### src/rtl/contador_m_redux_multimodo_if.sv
// Control and status bundle for the score-driven multimode counter.
// The master side drives controls; the slave side is the counter itself.
interface contador_m_redux_multimodo_if #(
    parameter int unsigned N       = 7,
    parameter int unsigned SCORE_N = 4
);
    logic               zera_s;
    logic               carrega;
    logic [N-1:0]       valor;
    logic               conta;
    logic [SCORE_N-1:0] score;
    logic [1:0]         modo;
    logic [N-1:0]       Q;
    logic [N-1:0]       m_ef;
    logic               fim;
    logic               inicio;
    logic               volta;
    logic               parado;

    modport master (
        output zera_s, carrega, valor, conta, score, modo,
        input  Q, m_ef, fim, inicio, volta, parado
    );

    modport slave (
        input  zera_s, carrega, valor, conta, score, modo,
        output Q, m_ef, fim, inicio, volta, parado
    );
endinterface

### src/rtl/contador_m_redux_multimodo.sv
// Game pacing counter: the modulus shrinks with score; supports up, down, ping-pong
// and one-shot modes, synchronous clear/load and a registered event pulse.
module contador_m_redux_multimodo #(
    parameter int unsigned M       = 64,
    parameter int unsigned N       = 7,
    parameter int unsigned SCORE_N = 4,
    parameter int unsigned MIN_M   = 8,
    parameter int unsigned STEP    = 4
) (
    input  logic                       clock,
    input  logic                       zera_as_n,
    contador_m_redux_multimodo_if.slave bus
);

    localparam int unsigned STEP_W = $clog2(STEP) + 1;
    localparam int unsigned WIDE   = N + SCORE_N + STEP_W + 1;

    localparam logic [1:0] MODO_UP   = 2'b00;
    localparam logic [1:0] MODO_DOWN = 2'b01;
    localparam logic [1:0] MODO_PING = 2'b10;
    localparam logic [1:0] MODO_ONE  = 2'b11;

    localparam logic [0:0] DIR_UP   = 1'b0;
    localparam logic [0:0] DIR_DOWN = 1'b1;

    logic [N-1:0]    q_q,      q_d;
    logic [0:0]      dir_q,    dir_d;
    logic            volta_q,  volta_d;
    logic            parado_q, parado_d;

    logic [WIDE-1:0] red_w;
    logic [N-1:0]    m_ef_c;
    logic [N-1:0]    top_c;
    logic            in_range_c;

    // Effective modulus: subtraction is evaluated as a compare to avoid going negative.
    always_comb begin
        red_w = WIDE'(bus.score) * WIDE'(STEP);
        if ((red_w + WIDE'(MIN_M)) > WIDE'(M)) begin
            m_ef_c = N'(MIN_M);
        end else begin
            m_ef_c = N'(WIDE'(M) - red_w);
        end
    end

    assign top_c      = m_ef_c - N'(1);
    assign in_range_c = (q_q <= top_c);

    // State registers.
    always_ff @(posedge clock or negedge zera_as_n) begin
        if (!zera_as_n) begin
            q_q      <= '0;
            dir_q    <= DIR_UP;
            volta_q  <= 1'b0;
            parado_q <= 1'b0;
        end else begin
            q_q      <= q_d;
            dir_q    <= dir_d;
            volta_q  <= volta_d;
            parado_q <= parado_d;
        end
    end

    // Next-state: zera_s > carrega > conta.
    always_comb begin
        q_d      = q_q;
        dir_d    = dir_q;
        volta_d  = 1'b0;
        parado_d = parado_q;

        if (bus.zera_s) begin
            q_d      = '0;
            dir_d    = DIR_UP;
            parado_d = 1'b0;
        end else if (bus.carrega) begin
            q_d      = (bus.valor > top_c) ? top_c : bus.valor;
            dir_d    = DIR_UP;
            parado_d = 1'b0;
        end else if (bus.conta) begin
            if (!in_range_c) begin
                // Score rose past the current count: snap back into range.
                volta_d = 1'b1;
                case (bus.modo)
                    MODO_UP: begin
                        q_d = '0;
                    end
                    MODO_DOWN: begin
                        q_d = top_c;
                    end
                    MODO_PING: begin
                        q_d   = top_c;
                        dir_d = DIR_DOWN;
                    end
                    default: begin
                        q_d      = '0;
                        parado_d = 1'b1;
                    end
                endcase
            end else begin
                case (bus.modo)
                    MODO_UP: begin
                        if (q_q == top_c) begin
                            q_d     = '0;
                            volta_d = 1'b1;
                        end else begin
                            q_d = q_q + N'(1);
                        end
                    end
                    MODO_DOWN: begin
                        if (q_q == '0) begin
                            q_d     = top_c;
                            volta_d = 1'b1;
                        end else begin
                            q_d = q_q - N'(1);
                        end
                    end
                    MODO_PING: begin
                        if (dir_q == DIR_UP) begin
                            if (q_q == top_c) begin
                                q_d     = q_q - N'(1);
                                dir_d   = DIR_DOWN;
                                volta_d = 1'b1;
                            end else begin
                                q_d = q_q + N'(1);
                            end
                        end else begin
                            if (q_q == '0) begin
                                q_d     = N'(1);
                                dir_d   = DIR_UP;
                                volta_d = 1'b1;
                            end else begin
                                q_d = q_q - N'(1);
                            end
                        end
                    end
                    MODO_ONE: begin
                        if (!parado_q) begin
                            if (q_q == top_c) begin
                                parado_d = 1'b1;
                                volta_d  = 1'b1;
                            end else begin
                                q_d = q_q + N'(1);
                            end
                        end
                    end
                    default: begin
                        q_d = q_q;
                    end
                endcase
            end
        end
    end

    assign bus.Q      = q_q;
    assign bus.m_ef   = m_ef_c;
    assign bus.fim    = (q_q == top_c);
    assign bus.inicio = (q_q == '0);
    assign bus.volta  = volta_q;
    assign bus.parado = parado_q;

endmodule

### src/flat_wrapper.sv
// flat-port wrapper written by rule: the top's interface ports become plain ports
module contador_m_redux_multimodo_flat 
#(
    parameter int unsigned M       = 64,
    parameter int unsigned N       = 7,
    parameter int unsigned SCORE_N = 4,
    parameter int unsigned MIN_M   = 8,
    parameter int unsigned STEP    = 4
)
  (clock, zera_as_n, bus_zera_s, bus_carrega, bus_valor, bus_conta, bus_score, bus_modo, bus_Q, bus_m_ef, bus_fim, bus_inicio, bus_volta, bus_parado);
  contador_m_redux_multimodo_if #(.N(N), .SCORE_N(SCORE_N)) bus_i ();
  input  logic clock;
  input  logic zera_as_n;
  input wire logic [$bits(bus_i.zera_s)-1:0] bus_zera_s;
  input wire logic [$bits(bus_i.carrega)-1:0] bus_carrega;
  input wire logic [$bits(bus_i.valor)-1:0] bus_valor;
  input wire logic [$bits(bus_i.conta)-1:0] bus_conta;
  input wire logic [$bits(bus_i.score)-1:0] bus_score;
  input wire logic [$bits(bus_i.modo)-1:0] bus_modo;
  output wire logic [$bits(bus_i.Q)-1:0] bus_Q;
  output wire logic [$bits(bus_i.m_ef)-1:0] bus_m_ef;
  output wire logic [$bits(bus_i.fim)-1:0] bus_fim;
  output wire logic [$bits(bus_i.inicio)-1:0] bus_inicio;
  output wire logic [$bits(bus_i.volta)-1:0] bus_volta;
  output wire logic [$bits(bus_i.parado)-1:0] bus_parado;
  assign bus_i.zera_s = bus_zera_s;
  assign bus_i.carrega = bus_carrega;
  assign bus_i.valor = bus_valor;
  assign bus_i.conta = bus_conta;
  assign bus_i.score = bus_score;
  assign bus_i.modo = bus_modo;
  assign bus_Q = bus_i.Q;
  assign bus_m_ef = bus_i.m_ef;
  assign bus_fim = bus_i.fim;
  assign bus_inicio = bus_i.inicio;
  assign bus_volta = bus_i.volta;
  assign bus_parado = bus_i.parado;
  contador_m_redux_multimodo #(.M(M), .N(N), .SCORE_N(SCORE_N), .MIN_M(MIN_M), .STEP(STEP)) u_core (.clock(clock), .zera_as_n(zera_as_n), .bus(bus_i));
endmodule
### config.mk
export PLATFORM = sky130hd
export DESIGN_NAME = contador_m_redux_multimodo_flat
export DESIGN_NICKNAME = d
export VERILOG_FILES = /design/src/rtl/contador_m_redux_multimodo_if.sv /design/src/rtl/contador_m_redux_multimodo.sv /design/src/flat_wrapper.sv
export SDC_FILE = /design/constraint.sdc
export NUM_CORES = 1
export LEC_CHECK = 0
export BUFFER_PORTS_ARGS = -buffer_cell sky130_fd_sc_hd__buf_2
export CAP_MARGIN = 20
export CORE_ASPECT_RATIO = 1.4
export CORE_MARGIN = 2
export CORE_UTILIZATION = 50
export DETAILED_ROUTE_END_ITERATION = 12
export HOLD_SLACK_MARGIN = 0.08
export PLACE_DENSITY_LB_ADDON = 0.08
export SYNTH_ARGS = -nofsm -noshare
export SYNTH_HDL_FRONTEND = slang
export SYNTH_SLANG_ARGS = --single-unit
### constraint.sdc
create_clock -name clock -period 5.35 [get_ports clock]
set_input_delay 0.8025 -clock clock [delete_from_list [all_inputs] [get_ports clock]]
set_output_delay 0.8025 -clock clock [all_outputs]
set_load 0.02 [all_outputs]
# ---- Yosys cells after proc, flatten, opt, wreduce, memory -nomap -nowiden
# Index checks and enable logic that the tools add are counted.
dict set report totals {
  inputBits 18
  out_inout_bits 18
  memories 0
  reg_bits 10
  mem_bits_ro 0
  elab_cells 68
  latchBits 0
  mem_bits_rw 0
}
dict set report op_classes {
  shift 0
  add_sub_neg 5
  div_mod_pow 0
  bitwise_logic 0
  eq_ne 8
  n_mux 39
  magnitude_cmp 3
  n_reduce_logical 9
  multipliers 0
}
# op count
set ops {}
lappend ops {{$mux 7} 14}
lappend ops {{$pmux 7 s4} 1}
lappend ops {{$mux 1} 23}
lappend ops {{$gt 15x7->1 const B} 1}
lappend ops {{$sub 7x1->7 const B} 2}
lappend ops {{$ne 5x5->1 const B} 2}
lappend ops {{$add 6x4->7 const B} 1}
lappend ops {{$add 7x1->7 const B} 1}
lappend ops {{$eq 7x7->1} 1}
lappend ops {{$gt 7x7->1} 1}
lappend ops {{$le 7x7->1} 1}
lappend ops {{$logic_not 7->1} 1}
lappend ops {{$sub 7x6->7 const A} 1}
lappend ops {{$reduce_and 3->1} 2}
lappend ops {{$reduce_bool 3->1} 2}
lappend ops {{$eq 2x2->1 const B} 2}
lappend ops {{$ne 4x1->1 const B} 1}
lappend ops {{$ne 4x4->1 const B} 1}
lappend ops {{$pmux 1 s4} 1}
lappend ops {{$reduce_or 3->1} 1}
lappend ops {{$eq 2x1->1 const B} 1}
lappend ops {{$logic_not 2->1} 1}
lappend ops {{$reduce_and 2->1} 1}
lappend ops {{$reduce_or 2->1} 1}

# ---- Depth between registers and ports, before layout
dict set report depth {
  word_depth 12
  depth_mapped 19
  depth_no_buf 17
}

# ---- Worst setup path after synthesis
# Ideal clock, no wire load.
dict set report synth_timing {
  path_kind {input port to flip-flop}
  start {input port bus_score[1]}
  end {register u_core.q_q[4] (netlist: u_core.bus.Q[4])}
  setup_slack_ps 1133
  cell_stages 17
  arrival_ps 4096
  setup_ps 122
  n_path_buf 1
  cell_sequence {inv_1 -> ha_1 -> and3b_1 -> o21ai_0 -> ha_1 -> nor3_1 -> a21oi_1 -> ha_1 -> nand3_1 -> or2_1 -> clkbuf_1 -> inv_1 -> a2bb2oi_4 -> o22ai_1 -> a211o_1 -> a311o_1 -> a32o_1}
}
dict set report synth_between {
  elab_chain_len 12
}
# item line
set synth_lines {}
lappend synth_lines {{start, declared} flat_wrapper.sv:18} ;# input wire logic [$bits(bus_i.score)-1:0] bus_score;
lappend synth_lines {{$add 6x4->7} contador_m_redux_multimodo.sv:39} ;# if ((red_w + WIDE'(MIN_M)) > WIDE'(M)) begin
lappend synth_lines {{$gt 15x7->1} contador_m_redux_multimodo.sv:39}
lappend synth_lines {{$mux 7 (*)} contador_m_redux_multimodo.sv:39}
lappend synth_lines {{$sub 7x1->7 (*)} contador_m_redux_multimodo.sv:46} ;# assign top_c = m_ef_c - N'(1);
lappend synth_lines {{$eq 7x7->1} {contador_m_redux_multimodo.sv:102, contador_m_redux_multimodo.sv:119, contador_m_redux_multimodo.sv:138}}
lappend synth_lines {{$mux 7} contador_m_redux_multimodo.sv:119} ;# if (q_q == top_c) begin
lappend synth_lines {{$mux 7} contador_m_redux_multimodo.sv:118} ;# if (dir_q == DIR_UP) begin
lappend synth_lines {{$pmux 7 s4} contador_m_redux_multimodo.sv:100} ;# case (bus.modo)
lappend synth_lines {{$mux 7} contador_m_redux_multimodo.sv:80} ;# if (!in_range_c) begin
lappend synth_lines {{$mux 7} contador_m_redux_multimodo.sv:79} ;# end else if (bus.conta) begin
lappend synth_lines {{$mux 7} contador_m_redux_multimodo.sv:75} ;# end else if (bus.carrega) begin
lappend synth_lines {{$mux 7} contador_m_redux_multimodo.sv:71} ;# if (bus.zera_s) begin
lappend synth_lines {{end signal, assigned} contador_m_redux_multimodo.sv:57} ;# q_q <= q_d;
lappend synth_lines {{end, declared} contador_m_redux_multimodo.sv:26} ;# logic [N-1:0] q_q, q_d;
# Every way passes the cells marked *; elsewhere a longest branch is shown, timed or not. The select of a mux whose other input is x is not followed.
# A chain may end at the register's enable or synchronous reset.

# ---- Final worst setup path
dict set report layout_timing {
  start {input port bus_score[2]}
  end {output port bus_fim}
}
dict set report layout_between {
  elab_chain_len 5
}
# item line
set layout_lines {}
lappend layout_lines {{$add 6x4->7} contador_m_redux_multimodo.sv:39}
lappend layout_lines {{$gt 15x7->1} contador_m_redux_multimodo.sv:39}
lappend layout_lines {{$mux 7 (*)} contador_m_redux_multimodo.sv:39}
lappend layout_lines {{$sub 7x1->7 (*)} contador_m_redux_multimodo.sv:46}
lappend layout_lines {{$eq 7x7->1 (*)} contador_m_redux_multimodo.sv:156} ;# assign bus.fim = (q_q == top_c);
lappend layout_lines {{end, declared} flat_wrapper.sv:22} ;# output wire logic [$bits(bus_i.fim)-1:0] bus_fim;
# Every way passes the cells marked *; elsewhere a longest branch is shown, timed or not.

==> insert_results.sql <==
INSERT INTO impl_metrics (metric_group, metric, value, unit) VALUES
('critical_path', 'crit_required', '4.55', 'ns'),
('cells_and_area', 'fin_cells', '303', ''),
('critical_path', 'path_max_fanout', '15', ''),
('synthesis', 'synth_compound_area_share', '30.37', '%'),
('power_and_ir_drop', 'vdd.ir_drop.worst', '0.1211', 'mV'),
('cells_and_area', 'design.final.nets', '305', ''),
('route', 'met3_length', '321', 'um'),
('route', 'routed-wl-met2', '2.685', 'mm'),
('clock_tree', 'clock_tree.root_cell', 'clkbuf_8', ''),
('synthesis', 'yosys.area.top_type', 'ha_1', ''),
('route', 'detail_route.iter0.violations', '83', ''),
('job', 'max_cap_viol_count', '0', ''),
('clock_tree', 'tritoncts.num_buffers', '3', ''),
('global_route', 'pin_count_of_the_biggest_net_entering_global_routing', '19', ''),
('synthesis', 'synthXorXnorAreaFrac', '5.974', '%'),
('sta', 'rsz_0062_raised_after_global_routing', 'no', ''),
('critical_path', 'critical_path.cell_chain', 'buf_2, inv_1, ha_1, and3b_1, nor2_1, nor2_1, ha_1, nor3_1, a21oi_1, ha_1, nand3_1, or2_1, inv_1, buf_2', ''),
('clock_tree', 'cts_setup_buffers', '0', ''),
('floorplanning', 'floorplan.core_area', '0.003378', 'mm^2'),
('cells_and_area', 'register_area', '250.2', 'um^2'),
('synthesis', 'synth_flop_cell', 'dfrtp_1', ''),
('clock_tree', 'tritoncts', 'yes', ''),
('floorplanning', 'floorplan.die_area', '0.004016', 'mm^2'),
('route', 'routed_via_density', '6.333', ''),
('synthesis', 'yosysSeqAreaShare', '14.22', '%'),
('clock_tree', 'clock_tree.htree_level_count', '1', ''),
('synthesis', 'synth.cell_area', '0.001759', 'mm^2'),
('clock_tree', 'cts-root-to-sink-buffers', '2', ''),
('sta', 'finalMaxSlewViolations', '0', ''),
('sta', 'setup-violations-final', '0', ''),
('critical_path', 'critical-path-top-cell-by-count', 'ha_1', ''),
('synthesis', 'synth_simple_gate_area_share', '24.75', '%'),
('synthesis', 'post_synth_fa_ha_maj_area_fraction', '15.65', '%'),
('global_route', 'first_global_vias', '1755', ''),
('sta', 'final-hold-violation-count', '0', ''),
('critical_path', 'r2r_cells', '10', ''),
('placed_design', 'io_buffers', '33', ''),
('sta', 'worst_clock_skew', '0.005571', 'ns'),
('floorplanning', 'io_pins', '36', ''),
('sta', 'fmax', '216.7', 'MHz'),
('critical_path', 'crit_type', 'in2out', ''),
('synthesis', 'synth_mux_area_share', '1.209', '%'),
('global_route', 'track_usage', '28.48', '%'),
('synthesis', 'synth_top_area_share', '15.65', '%'),
('sta', 'finalCriticalPeriod', '4.615', 'ns'),
('sta', 'max_slew.worst_pin.slew', '0.6035', 'ns'),
('critical_path', 'worstReg2RegStart', 'u_core.bus.Q[0]', ''),
('synthesis', 'post_synth_inst_count', '236', ''),
('route', 'drt_drc_violations_left', '0', ''),
('critical_path', 'timing.critical_path.slowest_stage_cell', 'inv_1', ''),
('sta', 'timing.slew.headroom', '59.76', '%'),
('floorplanning', 'die_x', '54.13', 'um'),
('sta', 'final_min_period_over_clock_period', '86.27', '%'),
('global_route', 'grt_first_pass_wirelength', '8.300', 'mm'),
('route', 'route.final.wire_length', '5.228', 'mm'),
('cells_and_area', 'fillcell_total', '366', ''),
('synthesis', 'synthTopCellsByArea', 'ha_1 (16%), dfrtp_1 (14%), a21oi_1 (5.4%), nor2_1 (4.7%), o21ai_0 (4.3%)', ''),
('route', 'top_layer_used', 'met4', ''),
('route', 'post_drt_wl_per_cell', '17.25', 'um'),
('synthesis', 'synth_top_family_by_area', 'compound AO/OA/AOI/OAI gates', ''),
('route', 'postRouteAntennaNets', '0', ''),
('placed_design', 'routabilityCongestion', '0.9901', ''),
('critical_path', 'worstReg2RegEnd', 'u_core.bus.Q[4]', ''),
('outcome', 'outcome', 'complete, no violations', ''),
('cells_and_area', 'final_layout_size_suffix_gt1_share', '17.49', '%'),
('cells_and_area', 'n_antenna_cell', '0', ''),
('global_route', 'grt.overflow.total', '0', ''),
('power_and_ir_drop', 'pwr_density_cell', '218.9', 'mW/mm^2'),
('critical_path', 'end_kind', 'primary output', ''),
('min_path', 'hold_class', 'in2async', ''),
('critical_path', 'timing.reg2reg.setup_slack', '2.24', 'ns');
==> worst max-delay path: cells and delay by family <==
family	cells	cell delay, ns
simple gates	6	1.17
compound gates	1	0.14
buf+inv	4	0.87
fa+ha+maj	3	0.84
==> where the power goes <==
group,leakage (nW),switching [mW],internal (mW),total (mW)
Clock,0.0216,0.0324,0.0496,0.0820
Combinational,0.797,0.145,0.0980,0.243
Sequential,0.133,0.0220,0.0831,0.105
Total,0.952,0.200,0.231,0.430
==> sequential cells by signal, indices dropped and copies added, names as in the netlist <==
name / cells
u_core.bus.volta: 1
u_core.bus.parado: 1
u_core.dir_q: 1
u_core.bus.Q: 7
==> per-layer routing <==
| metal | vias up | GRT usage, % |
|---|---|---|
| met4 | 0 | 15.28 |
| li1 | 922 | - |
| met2 | 95 | 49.40 |
| met1 | 884 | 32.76 |
| met3 | 18 | 3.815 |
| met5 | - | 0 |
==> how the worst max path moves through the flow <==
| stage | start | end | slack, ns | cells past startpoint |
|---|---|---|---|---|
| after floorplan | bus_score[1] | u_core.bus.Q[4] | 1.13 | 17 |
| after global placement | bus_score[2] | u_core.bus.Q[5] | 0.68 | 18 |
| after detailed placement | bus_score[2] | u_core.bus.Q[4] | 0.64 | 17 |
| after CTS | bus_score[2] | bus_fim | 0.76 | 14 |
| after global routing | bus_score[2] | u_core.bus.Q[5] | 0.44 | 18 |
| final | bus_score[2] | bus_fim | 0.73 | 14 |
==> area by class of cell <==
class	count	area share [%]
clock buffer	3	2.101
inverter	14	3.310
multi-input combinational	201	70.15
sequential	10	12.73
tap	40	2.546
timing repair buffer	35	9.166
==> stage by stage <==
stage | utilization [%] | instance area [um^2] | setup WS (ns) | hold slack [ns] | power, mW
2_1_floorplan | - | 1763 | 1.133 | 0.5069 | 0.2784
3_3_place_gp | 56.96 | 1924 | 0.6846 | 0.6270 | 0.3466
3_5_place_dp | 56.96 | 1924 | 0.6424 | 0.6378 | 0.3458
4_1_cts | 58.19 | 1966 | 0.7640 | 0.4432 | 0.4274
5_1_grt | 58.19 | 1966 | 0.4439 | 0.4464 | 0.4591
6_report | 58.19 | 1966 | 0.7347 | 0.4281 | 0.4302
==> kinds of logic after synthesis <==
family                     after synthesis
AOI/OAI and AO/OA                       77
xor gates and xnor gates                12
adders and majority gates               22
buffers and inverters                   26
DFF                                     10
muxes                                    2
other                                    1
and+or+nand+nor                         86
==> cell usage in the layout (no fill, tap or decap), types with 2 or more instances in the layout <==
master	instances
nor2_1	22
o311ai_0	3
o31ai_1	3
nand3_1	8
conb_1	2
dfrtp_1	10
ha_1	22
a211oi_1	2
o21a_1	2
a21o_1	4
xor2_1	5
o22ai_1	2
o21ai_0	15
or4b_2	2
and3_1	5
inv_1	13
buf_4	2
o211ai_1	6
a31oi_1	3
buf_2	33
xnor2_1	7
nand2_1	19
nor2b_1	5
a211o_1	2
or3_1	3
nand4_1	3
a22oi_1	3
clkbuf_8	3
and2_1	4
nor3_1	9
a21oi_1	19
a311o_1	3
==> synthesized netlist by cell type (2+ instances only) <==
library cell	number
inv_1	13
nand4_1	3
o22ai_1	2
a21oi_1	19
and2_1	4
buf_4	2
a21o_1	4
xnor2_1	7
nand2_1	19
o21a_1	2
o21ai_0	15
a31oi_1	3
o311ai_0	3
dfrtp_1	10
and3_1	5
a311o_1	3
a211o_1	2
buf_6	2
nor2b_1	5
nand3_1	8
a211oi_1	2
nor3_1	9
nor2_1	22
o211ai_1	6
clkbuf_1	7
or3_1	3
a22oi_1	3
xor2_1	5
or4b_2	2
o31ai_1	3
ha_1	22
No activity file was read; power rests on OpenSTA's default activity.
